## src/rtl/stim_config_queue.sv

```systemverilog
// Request front-end for stim_config_controller: validates, buffers and launches frequency configs one at a time.
// Define STIM_CFG_QUEUE_STATS_EN to add saturating done/reject/timeout counters as extra outputs.
module stim_config_queue #(
  parameter int DEPTH          = 8,
  parameter int FREQ_MIN       = 1,
  parameter int FREQ_MAX       = 1000,
  parameter int MAX_MODULE     = 7,
  parameter int TIMEOUT_CYCLES = 64
) (
  input  logic                     clk,
  input  logic                     reset_n,
  input  logic                     req_valid,
  output logic                     req_ready,
  input  logic [4:0]               req_module,
  input  logic [3:0]               req_channel,
  input  logic [15:0]              req_freq_hz,
  output logic                     req_reject,
  output logic [4:0]               target_module,
  output logic [3:0]               target_channel,
  output logic [15:0]              target_freq_hz,
  output logic                     start_config,
  input  logic                     config_busy,
  input  logic                     config_done,
  output logic [$clog2(DEPTH):0]   queue_level,
  output logic                     cfg_active,
`ifdef STIM_CFG_QUEUE_STATS_EN
  output logic [15:0]              cfg_done_count,
  output logic [15:0]              cfg_reject_count,
  output logic [15:0]              cfg_timeout_count,
`endif
  output logic                     timeout_err
);

  localparam int PW  = $clog2(DEPTH);
  localparam int LW  = PW + 1;
  localparam int WDW = $clog2(TIMEOUT_CYCLES);

  localparam logic [15:0]    FMIN    = 16'(FREQ_MIN);
  localparam logic [15:0]    FMAX    = 16'(FREQ_MAX);
  localparam logic [4:0]     MOD_MAX = 5'(MAX_MODULE);
  localparam logic [LW-1:0]  FULL    = LW'(DEPTH);
  localparam logic [WDW-1:0] WD_LAST = WDW'(TIMEOUT_CYCLES - 1);

  typedef enum logic [1:0] {S_IDLE, S_LAUNCH, S_WAIT_DONE} state_t;

  state_t         state, state_next;
  logic [24:0]    mem [DEPTH];
  logic [PW-1:0]  wr_ptr, rd_ptr;
  logic [WDW-1:0] watchdog;
  logic           req_ok, fire, push, pop, load, done_pop, timeout_hit;

  assign req_ready = (queue_level != FULL);
  assign req_ok    = (req_freq_hz >= FMIN) && (req_freq_hz <= FMAX) && (req_module <= MOD_MAX);
  assign fire      = req_valid && req_ready;
  assign push      = fire && req_ok;

  always_comb begin
    state_next  = state;
    load        = 1'b0;
    pop         = 1'b0;
    done_pop    = 1'b0;
    timeout_hit = 1'b0;
    case (state)
      S_IDLE: begin
        if ((queue_level != '0) && !config_busy) begin
          load       = 1'b1;
          state_next = S_LAUNCH;
        end
      end
      S_LAUNCH: state_next = S_WAIT_DONE;
      S_WAIT_DONE: begin
        // A done arriving on the timeout cycle wins over the watchdog.
        if (config_done) begin
          pop        = 1'b1;
          done_pop   = 1'b1;
          state_next = S_IDLE;
        end else if (watchdog == WD_LAST) begin
          pop         = 1'b1;
          timeout_hit = 1'b1;
          state_next  = S_IDLE;
        end
      end
      default: state_next = S_IDLE;
    endcase
  end

  always_ff @(posedge clk or negedge reset_n) begin
    if (!reset_n) state <= S_IDLE;
    else          state <= state_next;
  end

  always_ff @(posedge clk or negedge reset_n) begin
    if (!reset_n) begin
      watchdog       <= '0;
      start_config   <= 1'b0;
      cfg_active     <= 1'b0;
      timeout_err    <= 1'b0;
      req_reject     <= 1'b0;
      target_module  <= '0;
      target_channel <= '0;
      target_freq_hz <= '0;
    end else begin
      if (state == S_LAUNCH)         watchdog <= '0;
      else if (state == S_WAIT_DONE) watchdog <= watchdog + 1'b1;
      start_config <= load;
      cfg_active   <= (state_next != S_IDLE);
      timeout_err  <= timeout_hit;
      req_reject   <= fire && !req_ok;
      if (load) {target_module, target_channel, target_freq_hz} <= mem[rd_ptr];
    end
  end

  // Storage needs no reset: only entries counted by queue_level are ever read.
  always_ff @(posedge clk) begin
    if (push) mem[wr_ptr] <= {req_module, req_channel, req_freq_hz};
  end

  always_ff @(posedge clk or negedge reset_n) begin
    if (!reset_n) begin
      wr_ptr      <= '0;
      rd_ptr      <= '0;
      queue_level <= '0;
    end else begin
      if (push) wr_ptr <= wr_ptr + 1'b1;
      if (pop)  rd_ptr <= rd_ptr + 1'b1;
      case ({push, pop})
        2'b10:   queue_level <= queue_level + 1'b1;
        2'b01:   queue_level <= queue_level - 1'b1;
        default: queue_level <= queue_level;
      endcase
    end
  end

`ifdef STIM_CFG_QUEUE_STATS_EN
  always_ff @(posedge clk or negedge reset_n) begin
    if (!reset_n) begin
      cfg_done_count    <= '0;
      cfg_reject_count  <= '0;
      cfg_timeout_count <= '0;
    end else begin
      if (done_pop && (cfg_done_count != 16'hFFFF))
        cfg_done_count <= cfg_done_count + 1'b1;
      if (fire && !req_ok && (cfg_reject_count != 16'hFFFF))
        cfg_reject_count <= cfg_reject_count + 1'b1;
      if (timeout_hit && (cfg_timeout_count != 16'hFFFF))
        cfg_timeout_count <= cfg_timeout_count + 1'b1;
    end
  end
`else
  logic unused_done_pop;
  assign unused_done_pop = done_pop;
`endif

endmodule

```

## config.mk

```make
export PLATFORM = sky130hd
export DESIGN_NAME = stim_config_queue
export DESIGN_NICKNAME = d
export VERILOG_FILES = /design/src/rtl/stim_config_queue.sv
export SDC_FILE = /design/constraint.sdc
export NUM_CORES = 1
export LEC_CHECK = 0
export CORE_MARGIN = 3
export CORE_UTILIZATION = 45
export CTS_BUF_LIST = sky130_fd_sc_hd__clkbuf_4 sky130_fd_sc_hd__clkbuf_8
export DETAILED_ROUTE_END_ITERATION = 10
export PLACE_DENSITY = 0.6
export SLEW_MARGIN = 20
export SYNTH_ARGS = -nofsm -noshare
export SYNTH_HDL_FRONTEND = slang
export SYNTH_SLANG_ARGS = --single-unit
```

## constraint.sdc

```tcl
create_clock -name clk -period 5.5 [get_ports clk]
set_input_delay 1.1 -clock clk [delete_from_list [all_inputs] [get_ports clk]]
set_output_delay 1.1 -clock clk [all_outputs]
set_load 0.02 [all_outputs]
```

# [After elaboration in Yosys (flattened, before gate mapping)]
# Memories as Yosys holds them, arrays and structs flattened. A register that Yosys moved wholly into a read port is not among the register bits.
# Index checks and enable logic that the tools add are counted.
[totals] regBits=22 mem_bits_rw=200 output_inout_bits=34 elab_cells=54 mem_count=1
[memory_table] name="mem" words=8 word_bits=25 rd=1 rd_ports_with_merged_regs=1 write_ports=1 line="47" source="logic [24:0] mem [DEPTH];"
[classes] n_addsub=5 magnitude_cmp=3 n_eq_ne=6 n_mux=16 reduce_logical=14
[ops] operator="$ge 16x1->1 const B" n=1
[ops] operator="$le 16x10->1 const B" n=1
[ops] operator="$mux 6" n=2
[ops] operator="$mux 1" n=9
[ops] operator="$pmux 4 s2" n=1
[ops] operator="$add 3x1->3 const B" n=2
[ops] operator="$add 6x1->6 const B" n=1
[ops] operator="$eq 6x6->1 const B" n=1
[ops] operator="$logic_and 1x1->1" n=6
[ops] operator="$mux 2" n=3
[ops] operator="$pmux 2 s3" n=1
[ops] operator="$reduce_bool 2->1" n=3
[ops] operator="$le 5x3->1 const B" n=1
[ops] operator="$add 4x1->4 const B" n=1
[ops] operator="$eq 2x1->1 const B" n=2
[ops] operator="$eq 2x2->1 const B" n=2
[ops] operator="$ne 4x4->1 const B" n=1
[ops] operator="$reduce_bool 4->1" n=1
[ops] operator="$sub 4x1->4 const B" n=1
[ops] operator="$logic_not 1->1" n=3
[ops] operator="$logic_not 2->1" n=1

# [Depth between registers and ports, before layout]
[logic_depth] ltp_word=6 mapped_depth=12

# [Worst setup path before layout]
# No wires, ideal clock.
[synth_timing] kind="input -> register" start="input req_freq_hz[2]" end="memory mem[0][0] (enable)" setup_ns=0.470 arrival_ns=4.749 required_time_ns=5.030 path_slack_ns=0.281 path_stages=5 cell_sequence="o31a_1 > o2111a_1 > or4_4 > buf_6 > nor4_1"
[synth_via] elab_chain_len=6
[synth_lines] item="start, declared" line="16" source="input logic [15:0] req_freq_hz,"
[synth_lines] item="$ge 16x1->1 or $le 16x10->1 (tied branches)" line="53" source="assign req_ok = (req_freq_hz >= FMIN) && (req_freq_hz <= FMAX) && (req_module <= MOD_MAX);"
[synth_lines] item="$logic_and 1x1->1 * (2 in series)" line="53"
[synth_lines] item="$logic_and 1x1->1 *" line="55" source="assign push = fire && req_ok;"
[synth_lines] item="$mux 1 *" line="115" source="if (push) mem[wr_ptr] <= {req_module, req_channel, req_freq_hz};"
[synth_lines] item="$mux 1 (implied by the code) *" line="115"
[synth_lines] item="end, declared" line="47"
# Every way passes the cells marked *; elsewhere a longest branch is shown, timed or not.

# [Final worst setup path]
[layout_timing] start="input req_freq_hz[2]" end="register queue_level[2]"
[layout_via] elab_chain_len=6
[layout_lines] item="$ge 16x1->1 or $le 16x10->1 (tied branches)" line="53"
[layout_lines] item="$logic_and 1x1->1 * (2 in series)" line="53"
[layout_lines] item="$logic_and 1x1->1 *" line="55"
[layout_lines] item="$eq 2x1->1 or $eq 2x2->1 (tied branches)" line="126" source="case ({push, pop})"
[layout_lines] item="$pmux 4 s2 or $reduce_bool 2->1 (tied branches)"
[layout_lines] item="end signal, assigned" line="127" source="2'b10: queue_level <= queue_level + 1'b1;"
[layout_lines] item="end signal, assigned" line="128" source="2'b01: queue_level <= queue_level - 1'b1;"
[layout_lines] item="end signal, assigned" line="129" source="default: queue_level <= queue_level;"
[layout_lines] item="end, declared" line="24" source="output logic [$clog2(DEPTH):0] queue_level,"
# Marked as above.
# A chain may end at the register's enable or synchronous reset.

==> Flow_metrics.wiki <==
{| class="wikitable"
! Metric !! Value
|-
| Status || completed
|-
| Final Cycle Share || 68.89%
|-
| Library cell appearing most often on the critical path || sky130_fd_sc_hd__xor2_1
|-
| Final Worst Setup Slack || 1.711 ns
|-
| Warning count from the yosys run || 0
|-
| # diodes || 0
|-
| Most common flop cell mapped by yosys || sky130_fd_sc_hd__edfxtp_1
|-
| RePlAce Congestion || 0.7245
|-
| Total power consumption of the routed design || 5.433 mW
|-
| Total Routed Length || 19230 µm
|-
| Drt drc || 0
|-
| Cell Pwr Density || 471.9 nW/µm²
|-
| Pins over their slew limit || 0
|-
| Root Driver || sky130_fd_sc_hd__clkbuf_8
|-
| H-tree Lvls || 2
|-
| Leakage power || 3.904 nW
|-
| Post-synthesis cell type with the largest combined area || sky130_fd_sc_hd__edfxtp_1
|-
| Number of nets still failing antenna checks after routing || 0
|-
| Crit start category || input port
|-
| Die ar. || 23160 µm²
|-
| Clock period minus final worst setup slack || 3.789 ns
|-
| Dpl cell area || 10670 µm²
|-
| Share of flip-flops with an asynchronous set or reset after synthesis || 19.03%
|-
| Fin nets || 632
|-
| Max clock buf depth || 3
|-
| Dominant cell by count in the synthesized netlist || sky130_fd_sc_hd__edfxtp_1
|-
| Clock slew at the register clock pins of the worst setup and hold paths || 0.06 ns
|-
| R2R depth || 10
|-
| Most used routing layer in global routing || met2
|-
| Count of final setup violators || 0
|-
| Post-route insts no fill || 895
|-
| I/O pin total || 64
|-
| Vertical extent of the die || 152.2 µm
|-
| Worst min-delay path startpoint || rd_ptr[2]
|-
| Worst voltage drop across the vdd grid || 266.2 µV
|-
| IO Port Bufs || 63
|-
| Share of post-route cells with drive strength above 1 || 25.12%
|-
| Horizontal die dimension || 152.2 µm
|-
| Type of the tightest min-delay check || flop to flop
|-
| Via count of the routed design || 4823
|-
| Crit path capture type || flop
|-
| Filler Cell Count || 1573
|-
| Hold violation count in the final report || 0
|-
| Core outline area || 20620 µm²
|-
| Crit Reg-Reg Startpoint || queue_level[0]
|-
| Clock latency at the later pin of the worst-skew pair || 0.54 ns
|-
| Number of global-route vias before repair || 5118
|-
| Register-to-register setup slack || 2.68 ns
|-
| Number of synthesized flops with an enable pin || 200
|-
| Maximum number of pins on one net before global-route repair || 53
|-
| TritonCTS clock tree || built
|-
| Worst setup slack before clock tree synthesis || 1.156 ns
|-
| Synth top cells by count || sky130_fd_sc_hd__edfxtp_1, sky130_fd_sc_hd__mux4_2, sky130_fd_sc_hd__dfrtp_1
|-
| Max Fanout on Critical Path || 12
|-
| Proportion of synthesized chip area in sequential cells || 74.67%
|-
| Average wire length per cell after detail routing || 21.48 µm
|-
| CP peak stage delay || 0.68 ns
|-
| Number of instances in the placed design || 818
|-
| Unrepaired setup endpoints after global routing || no
|-
| Met2 demand-to-capacity share in global routing || 26.71%
|-
| Post-Route Hold Slack || 0.4702 ns
|-
| Critical path start-end classification || input port to flop
|-
| Clock sink count || 247
|-
| Initial DRC count || 331
|-
| Critical-path top delay cell || sky130_fd_sc_hd__or4_4
|-
| Gr usage total || 16.67%
|-
| Number of cells traversed by the worst hold path || 1
|-
| Summed instance area of the synthesized netlist || 9618 µm²
|-
| Initial antenna violation count || 0
|-
| Max Clk Rate || 0.2639 GHz
|-
| Met3 layer usage reported by global route || 3.153%
|-
| Number of library cell types mapped by synthesis || 40
|-
| Remaining global-route overflow || 0
|-
| Worst setup skew after layout || 0.02188 ns
|-
| PostCTS Resize Cnt || 0
|-
| Most area-consuming cells after synthesis || sky130_fd_sc_hd__edfxtp_1, sky130_fd_sc_hd__dfrtp_1, sky130_fd_sc_hd__mux4_2
|-
| Ratio of routed vias to standard cells || 5.389
|-
| Post-route cell area || 11510 µm²
|-
| Timing startpoint of the critical path || req_freq_hz[2]
|-
| Count of hold buffers inserted by post-cts repair || 0
|-
| Number of nets in the synthesized netlist || 532
|-
| Worst-margin pin slew || 0.8683 ns
|-
| Number of instances in the synthesized netlist || 492
|-
| Reported max-cap violation count || 0
|-
| Starting utilization of the core area || 46.63%
|-
| Average cell area after synthesis || 19.55 µm²
|-
| Relative area change from synthesis to final layout || 19.70%
|-
| Post CTS Setup Buffer Count || 0
|-
| Wire length of the first global-routing pass || 29800 µm
|-
| # rows || 52
|-
| Required time of the critical path || 5.90 ns
|-
| Placed wire-length estimate || 10830 µm
|-
| Share of the synthesized area in the top cell type || 62.44%
|-
| Critical path, cell by cell || clkdlybuf4s50_1, o31a_1, o2111a_1, or4_4, ha_1, xor2_1, ha_1, a21oi_1, xor2_1, nor2_1, xor2_1
|-
| Post-route core utilization || 55.82%
|-
| Max-slew headroom || 42.05%
|-
| TNS Setup || 0 ns
|-
| Worst endpoint data arrival time || 4.19 ns
|-
| TritonCTS Buffers || 41
|-
| Detailed Routing Iterations Pass 1 || 4
|-
| Met1 Track Usage GR || 23.36%
|-
| Flops & latches, synth || 247
|}
[report_power, final]
part / leakage, nW / internal [mW] / total (mW) / switching (mW)
clock: 0.429 / 0.867 / 1.58 / 0.715
sequential: 2.34 / 2.18 / 2.35 / 0.172
combinational: 1.14 / 0.778 / 1.50 / 0.725
[flip-flops by register name, indices dropped and copies added (netlist names)]
name            count
start_config        1
req_reject          1
cfg_active          1
watchdog            6
rd_ptr              3
mem               200
queue_level         4
target_module       5
state               2
timeout_err         1
target_freq_hz     16
wr_ptr              3
target_channel      4
[final cells by class]
type | instances | area (µm²) | share of cell area [%]
flip-flops and latches | 247 | 7187 | 62.43
multi-input cells | 214 | 2357 | 20.48
clock buffers | 57 | 690.7 | 5.999
well taps | 270 | 337.8 | 2.934
inverters | 7 | 26.28 | 0.2282
repair buffers | 81 | 793.3 | 6.891
clock inverters | 19 | 120.1 | 1.043
[final timing paths]
check	end
worst max-delay path	queue_level[2]
max in group asynchronous	rd_ptr[0]
min in group asynchronous	watchdog[2]
worst max register to register	queue_level[2]
worst min-delay path	rd_ptr[2]
worst min register to register	rd_ptr[2]
[cells by family after synthesis]
kind of cell,share of synthesized area (%)
compound gates,2.511
simple gates,4.267
mux,14.90
fa+ha+maj,1.301
flops,74.67
buf+inv,1.353
xor+xnor,1.002
[routing by layer]
metal / vias to the layer above / part of all wire, %
li1: 2172 / -
met1: 2496 / 45
met2: 115 / 48
met3: 40 / 4.4
met4: 0 / 2.4
met5: - / 0
[cell usage in the layout, fill, tap and decap left out, drive strengths merged, types with 6 or more instances in the layout]
cell	count
nor3	6
ha	10
buf	19
nor4	7
xor2	6
mux2i	25
nor2	32
a21oi	30
mux4	50
edfxtp	200
clkbuf	57
inv	8
dfrtp	47
clkinv	15
clkdlybuf4s50	62
[critical path, delay by kind of cell]
family	cells	cell delay, ns
compound gates	3	0.80
simple gates	2	0.75
buf+inv	1	0.57
fa+ha+maj	2	0.50
xor+xnor	3	0.46
(Power assumes the default switching activity.)
